<file path="src/rtl/p2s_arb_pkg.sv">
// p2s_arb_pkg: shared state encoding and constants for the two-requester parallel2serial arbiter.
package p2s_arb_pkg;
    localparam logic [7:0] HDR_BASE_DEFAULT = 8'hA0;
    localparam int CNT_W = 8;
    typedef enum logic [1:0] {
        IDLE,
        HEADER,
        BURST
`ifdef P2S_ARB_CHECKSUM_EN
        , CHKSUM
`endif
    } state_t;
endpackage

</file>
<file path="src/rtl/p2s_rr_pick.sv">
// p2s_rr_pick: two-way round-robin winner selection.
module p2s_rr_pick (
    input  logic [1:0] valid,
    input  logic       last_grant,
    output logic       winner
);
    always_comb winner = (valid == 2'b11) ? ~last_grant : valid[1];
endmodule

</file>
<file path="src/rtl/p2s_arbiter.sv">
// p2s_arbiter: round-robin burst arbiter feeding a parallel2serial stage with header framing.
// Define P2S_ARB_CHECKSUM_EN to append an XOR checksum byte after each burst.
module p2s_arbiter
    import p2s_arb_pkg::*;
#(
    parameter int         BURST_LEN = 16,
    parameter logic [7:0] HDR_BASE  = HDR_BASE_DEFAULT
) (
    input  logic       clk,
    input  logic       reset_n,
    input  logic [7:0] req0_data,
    input  logic       req0_valid,
    output logic       req0_ready,
    input  logic [7:0] req1_data,
    input  logic       req1_valid,
    output logic       req1_ready,
    output logic [7:0] out_data,
    output logic       out_valid,
    input  logic       out_ready,
    output logic       grant_id,
    output logic       busy,
    output logic       burst_done
);
    state_t           state;
    logic             last_grant;
    logic             winner;
    logic             xfer;
    logic             sel_valid;
    logic [7:0]       sel_data;
    logic [CNT_W-1:0] cnt;
`ifdef P2S_ARB_CHECKSUM_EN
    logic [7:0]       chk;
`endif

    p2s_rr_pick u_pick (
        .valid     ({req1_valid, req0_valid}),
        .last_grant(last_grant),
        .winner    (winner)
    );

    always_comb begin
        sel_valid  = grant_id ? req1_valid : req0_valid;
        sel_data   = grant_id ? req1_data : req0_data;
        busy       = state != IDLE;
        req0_ready = state == BURST && !grant_id && out_ready;
        req1_ready = state == BURST && grant_id && out_ready;
        out_valid  = state == HEADER || (state == BURST && sel_valid);
        out_data   = state == HEADER ? (HDR_BASE | {7'd0, grant_id}) :
                     state == BURST  ? sel_data : 8'd0;
`ifdef P2S_ARB_CHECKSUM_EN
        if (state == CHKSUM) begin
            out_valid = 1'b1;
            out_data  = chk;
        end
`endif
        xfer = out_valid && out_ready;
    end

    always_ff @(posedge clk or negedge reset_n) begin
        if (!reset_n) begin
            state      <= IDLE;
            grant_id   <= 1'b0;
            last_grant <= 1'b1;
            cnt        <= '0;
            burst_done <= 1'b0;
`ifdef P2S_ARB_CHECKSUM_EN
            chk        <= 8'd0;
`endif
        end else begin
            burst_done <= 1'b0;
            case (state)
                IDLE: if (req0_valid || req1_valid) begin
                    grant_id <= winner;
                    state    <= HEADER;
                end
                HEADER: if (xfer) begin
                    state <= BURST;
                    cnt   <= '0;
                end
                BURST: if (xfer) begin
                    cnt <= cnt + 1'b1;
`ifdef P2S_ARB_CHECKSUM_EN
                    chk <= chk ^ sel_data;
`endif
                    if (cnt == CNT_W'(BURST_LEN - 1)) begin
                        last_grant <= grant_id;
`ifdef P2S_ARB_CHECKSUM_EN
                        state      <= CHKSUM;
`else
                        state      <= IDLE;
                        burst_done <= 1'b1;
`endif
                    end
                end
`ifdef P2S_ARB_CHECKSUM_EN
                CHKSUM: if (xfer) begin
                    state      <= IDLE;
                    burst_done <= 1'b1;
                    chk        <= 8'd0;
                end
`endif
                default: state <= IDLE;
            endcase
        end
    end
endmodule

</file>
<file path="config.mk">
export PLATFORM = sky130hd
export DESIGN_NAME = p2s_arbiter
export DESIGN_NICKNAME = d
export VERILOG_FILES = /design/src/rtl/p2s_arb_pkg.sv /design/src/rtl/p2s_rr_pick.sv /design/src/rtl/p2s_arbiter.sv
export SDC_FILE = /design/constraint.sdc
export NUM_CORES = 1
export LEC_CHECK = 0
export ABC_AREA = 1
export CAP_MARGIN = 25
export CORE_MARGIN = 3
export CORE_UTILIZATION = 33
export DETAILED_ROUTE_END_ITERATION = 10
export HOLD_SLACK_MARGIN = 0.15
export PLACE_DENSITY = 0.77
export REMOVE_ABC_BUFFERS = 1
export SYNTH_ARGS = -nofsm -noshare
export SYNTH_HDL_FRONTEND = slang
export SYNTH_HIERARCHICAL = 1
export SYNTH_SLANG_ARGS = --single-unit
</file>
<file path="constraint.sdc">
create_clock -name clk -period 1.3 [get_ports clk]
set_input_delay 0.26 -clock clk [delete_from_list [all_inputs] [get_ports clk]]
set_output_delay 0.26 -clock clk [all_outputs]
set_load 0.01 [all_outputs]
</file>
==> results of run 1 <==
cells in the mapped netlist, types with 2 or more instances:
master	number	share of area
o21ai_1	5	0.028
nand2_4	2	0.025
nor3_1	2	0.011
a21oi_1	6	0.034
o22ai_1	2	0.014
xor2_1	3	0.029
nand2_2	3	0.021
inv_1	9	0.038
o21ai_0	2	0.011
nand3_1	12	0.067
dfrtp_1	12	0.34
nor2_1	10	0.042
inv_2	3	0.013
nand2_1	41	0.17
sequential cells by signal (all words and copies together) (netlist names):
| register | cells |
|---|---|
| cnt | 8 |
| state | 2 |
| burst_done | 1 |
| grant_id | 1 |
| last_grant | 1 |
critical path, cell delays in order (launching register included):
cell and delay, ns:
dfrtp_2 0.45, nor2_8 0.19, nand2_4 0.08, inv_4 0.07, nand2_2 0.05, nand3_2 0.07, buf_6 0.10
logic make-up (layout without fill, tap and decap cells):
family,Yosys count,after routing
flops,13,13
compound gates,18,18
buf+inv,14,76
simple gates,74,75
xor+xnor,4,4
fa+ha+maj,1,1
how the worst max path moves through the flow:
| stage | from | to |
|---|---|---|
| floorplan | grant_id | cnt[6] |
| global placement | req1_valid | out_valid |
| detailed placement | req1_valid | out_valid |
| CTS | state[1] | out_data[5] |
| global route | state[0] | out_data[5] |
| finish | state[0] | out_data[0] |
what timing repair did:
action                     4_1_cts  5_1_grt
cloned                           1        0
resized for setup               73       27
setup endpoints to repair       17       25
setup buffers                    7        2
pin swaps                        5        7
layout make-up:
type	count	area, um^2
fillers	201	915
multi-input cells	98	636
repair buffers	59	518
flip-flops and latches	13	329
inverters	13	61.3
well taps	30	37.5
clock buffers	4	26.3
cells in the final DEF, fill, tap and decap left out, types with 3 or more instances in the layout:
cell type and instances:
nand2_4 7, a21oi_2 4, nand2_2 3, inv_4 3
nand3_2 7, clkdlybuf4s50_1 20, buf_2 9, nand2_1 36
xor2_1 3, nor2_1 7, clkbuf_4 3, buf_4 19
a21oi_1 3, dfrtp_1 10, nand3_1 5, inv_1 8
buf_6 9, o21ai_1 5
power by group through the flow:
stage	combinational [mW]	sequential, mW	clock [mW]
global route	2.10	0.560	0.269
detailed placement	1.46	0.551	0
global placement	1.43	0.547	0
finish	1.97	0.554	0.255
CTS	1.73	0.552	0.264
floorplan	0.625	0.591	0
per-stage QoR:
| step | util | instances | setup WS (ns) | TNS [ns] | area (um^2) |
|---|---|---|---|---|---|
| 2_1_floorplan | - | 123 | -0.0613 | -0.101 | 883 |
| 3_3_place_gp | 0.551 | 204 | -0.520 | -5.85 | 1390 |
| 3_5_place_dp | 0.551 | 204 | -0.518 | -6.42 | 1390 |
| 4_1_cts | 0.596 | 216 | -0.232 | -2.27 | 1500 |
| 5_1_grt | 0.637 | 217 | -0.304 | -4.12 | 1610 |
| 6_report | 0.637 | 217 | -0.260 | -2.99 | 1610 |
metal layers:
metal  track usage  vias to the layer above  wire length, um
li1              -                      532                -
met1         0.229                      502             1260
met2         0.290                       32             1640
met3        0.0468                        8              134
met4        0.0762                        0               66
met5             0                        -                0
==> flow_summary.yaml, run 1 <==
synthesis:
  synth_edf_count: 0
  yosys.area_share.simple: 0.402
  seq_area_frac_synth: 0.367
  synthFlopType: "dfrtp_1"
  synthXorXnorAreaFrac: 0.0393
  syn-cell-area_um2: 891
  ys_ff_latch: 13
  synth_compound_area_frac: 0.114
  ys_warn_count: 6
  synth_fa_ha_area_frac: 0.0140
  syn_area_per_cell_um2: 7.18
  synthMuxAreaShare: 0
  async_flop_share: 1.00
  synth_cells: 124
  synthDistinctLibCells: 26
  synth_top_family_by_area: "simple AND/OR/NAND/NOR gates"
routing:
  ant_nets: 0
  drc: 0
  first_pass_iters: 4
  wl_per_cell_um: 14.3
  vias: 1074
  totalWireLength_um: 3100
  drtIter0Drc: 16
  vias_per_cell: 4.95
layout:
  area_growth_pct: 80.5
  drive_gt1_frac: 0.422
  antennaDiodeCount: 0
  nNetsFinal: 210
grt:
  grt_max_degree: 14
  grt_use_total: 0.181
  antenna_found_initial: 0
  grt-ovfl-total: 0
  grt_pass1_vias: 1034
  grt_pass1_wl_um: 4640
power:
  switching_share: 0.442
  p_total_mw: 2.77
  p_leak_nw: 0.784
  ir_drop_mv: 1.52
  pwr-share-comb: 0.709
  p_sw_mw: 1.23
  power_density_mw_per_mm2: 1730
  p_seq_frac: 0.200
  clkPwrFrac: 0.092
  internal-power_mw: 1.55
flow_run:
  drv_cap: 0
timing:
  skew_ns: 0.000932
  rsz0062_at_grt: "yes"
  fin_ws_ns: -0.260
  max-slew-margin-rel: 0.748
  slew_violations: 0
  setup_viol: 22
  hold_slack_ns: 0.284
  fmax_ghz: 0.641
  worstMarginPinSlew_ns: 0.376
  finalCriticalPeriod_ns: 1.56
  final_hold_viol_count: 0
  layout_worst_path_cycle_share: 1.20
placed_design:
  port_buffers: 34
  hpwl_um: 2020
  gp_congestion: 0.828
hold_path:
  hp-class: "input pin to asynchronous set/reset pin"
clock_tree:
  clock_path_buffers: 2
  cts.sinks: 13
  insertion_delay_ns: 0.28
  cts_root_buf: "clkbuf_4"
  htreeDepth: 1
  clk_pin_slew_ns: 0.08
  cts_made_buffers: 3
  hold_buffers: 0
  cts_tree: "done"
run_status:
  status: "finished, violations left"
  violations: "setup timing"
setup_path:
  cp.required_ns: 1.04
  path_max_fanout: 6
  start_kind: "register"
  criticalPathCategory: "register to output pin"
  reg2reg_to: "state[1]"
  r2r_slack_ns: -0.11
  arrival_ns: 1.30
  reg2reg_from: "state[0]"
  reg2reg_depth: 10
  end_kind: "output pin"
floorplanning:
  rows: 18
  initial_core_util: 0.353
  die-area_mm2: 0.00336
  dieHeight_um: 58.0
  fp.coreArea_mm2: 0.00252
  pin_count: 35
  die_x_um: 58.0
No activity file was read; power rests on OpenSTA's default activity.
==> run 2, diff against run 1 <==
--- a/config.mk
+++ b/config.mk
@@ -12,6 +12,7 @@
 export DETAILED_ROUTE_END_ITERATION = 10
 export HOLD_SLACK_MARGIN = 0.15
 export PLACE_DENSITY = 0.77
+export RECOVER_POWER = 100
 export REMOVE_ABC_BUFFERS = 1
 export SYNTH_ARGS = -nofsm -noshare
 export SYNTH_HDL_FRONTEND = slang
==> flow_summary.yaml, run 2 (same netlist as run 1, synthesis figures left out) <==
setup_path:
  arrival_ns: 1.30
  reg2reg_depth: 10
  path_max_fanout: 6
  reg2reg_to: "state[1]"
  reg2reg_from: "state[0]"
  r2r_slack_ns: -0.11
  end_kind: "output pin"
  cp.required_ns: 1.04
  criticalPathCategory: "register to output pin"
  start_kind: "register"
hold_path:
  worstHoldEndpoint: "last_grant"
  min_from: "last_grant"
  hp-class: "register to register"
  whs_path_depth: 2
placed_design:
  placed_cells: 204
  gp_congestion: 0.828
  port_buffers: 34
  postPlaceCellArea_mm2: 0.00139
  hpwl_um: 2020
layout:
  largest_reg_flops: 8
  nNetsFinal: 210
  final_common_cell: "nand2_1"
  fin_area_mm2: 0.00160
  fillers: 203
  layout_common_cells: "36 x nand2_1, 19 x clkdlybuf4s50_1, 18 x buf_4"
  area_growth_pct: 80.1
  antennaDiodeCount: 0
  final_cells: 217
  reg_top3: "cnt x8, state x2"
  final_util: 0.636
  top_register: "cnt"
  drive_gt1_frac: 0.417
grt:
  grt_use_total: 0.181
  grt_pass1_vias: 1034
  grt-ovfl-total: 0
  grt_pass1_wl_um: 4640
  grt_max_degree: 14
  antenna_found_initial: 0
clock_tree:
  hold_buffers: 0
  clk_pin_slew_ns: 0.08
  insertion_delay_ns: 0.28
  clock_path_buffers: 2
  cts_root_buf: "clkbuf_4"
  cts.sinks: 13
  cts_made_buffers: 3
  htreeDepth: 1
  cts_tree: "done"
timing:
  finalCriticalPeriod_ns: 1.56
  fin_ws_ns: -0.260
  max-slew-margin-rel: 0.522
  slew_violations: 0
  tns_ns: -2.99
  rsz0062_at_grt: "yes"
  final_hold_viol_count: 0
  setup_viol: 22
  fmax_ghz: 0.641
  skew_ns: 0.000932
  layout_worst_path_cycle_share: 1.20
  worstMarginPinSlew_ns: 0.717
floorplanning:
  die-area_mm2: 0.00336
  die_x_um: 58.0
  pin_count: 35
  fp.coreArea_mm2: 0.00252
  rows: 18
  dieHeight_um: 58.0
  initial_core_util: 0.353
routing:
  ant_nets: 0
  first_pass_iters: 4
  drtIter0Drc: 16
  vias_per_cell: 4.95
  wl_per_cell_um: 14.3
  vias: 1075
  totalWireLength_um: 3100
  drc: 0
power:
  p_total_mw: 2.77
  ir_drop_mv: 1.52
  power_density_mw_per_mm2: 1730
  p_leak_nw: 0.781
run_status:
  violations: "setup timing"
  status: "finished, violations left"
flow_run:
  drv_cap: 0
-- run 2: how the worst max path moves through the flow --
stage	startpoint	endpoint	slack, ns
floorplan	grant_id	cnt[6]	-0.06
global placement	req1_valid	out_valid	-0.52
detailed placement	req1_valid	out_valid	-0.52
CTS	state[1]	out_data[5]	-0.23
global route	state[0]	out_data[5]	-0.30
finish	state[0]	out_data[0]	-0.26
-- run 2: metrics by stage --
| step | hold WS, ns | setup slack, ns |
|---|---|---|
| 6_report | 0.480 | -0.260 |
| 2_1_floorplan | -0.0356 | -0.0613 |
| 5_1_grt | 0.499 | -0.304 |
| 4_1_cts | 0.286 | -0.232 |
| 3_3_place_gp | 0.473 | -0.520 |
| 3_5_place_dp | 0.492 | -0.518 |
-- run 2: report_power, final --
group | total (mW) | leakage (nW) | internal [mW] | switching, mW
registers | 0.554 | 0.169 | 0.476 | 0.0778
clock network | 0.255 | 0.0150 | 0.119 | 0.135
logic | 1.96 | 0.597 | 0.950 | 1.01
-- run 2: repair_timing --
| action | CTS | global route |
|---|---|---|
| setup endpoints to repair | 17 | 25 |
| cloned | 1 | 0 |
| setup buffers | 7 | 2 |
| resized for setup | 73 | 27 |
| pin swaps | 5 | 7 |
-- run 2: critical path: stages (launching register included) --
cell,delay (ns)
dfrtp_2,0.45
nor2_8,0.19
nand2_4,0.08
inv_4,0.07
nand2_2,0.05
nand3_2,0.07
buf_6,0.10
-- run 2: final cells by class --
type / instances / area (um^2) / share of cell area
Inverter: 13 / 61.3 / 0.0382
Multi-Input combinational cell: 98 / 636 / 0.396
Timing Repair Buffer: 59 / 514 / 0.321
Tap cell: 30 / 37.5 / 0.0234
Clock buffer: 4 / 26.3 / 0.0164
Sequential cell: 13 / 329 / 0.205
-- run 2: metal layers --
metal,up-vias,global-route usage,routed length [um]
met5,-,0,0
met4,0,0.0762,66
met3,8,0.0468,133
met2,32,0.290,1640
met1,503,0.229,1260
li1,532,-,-
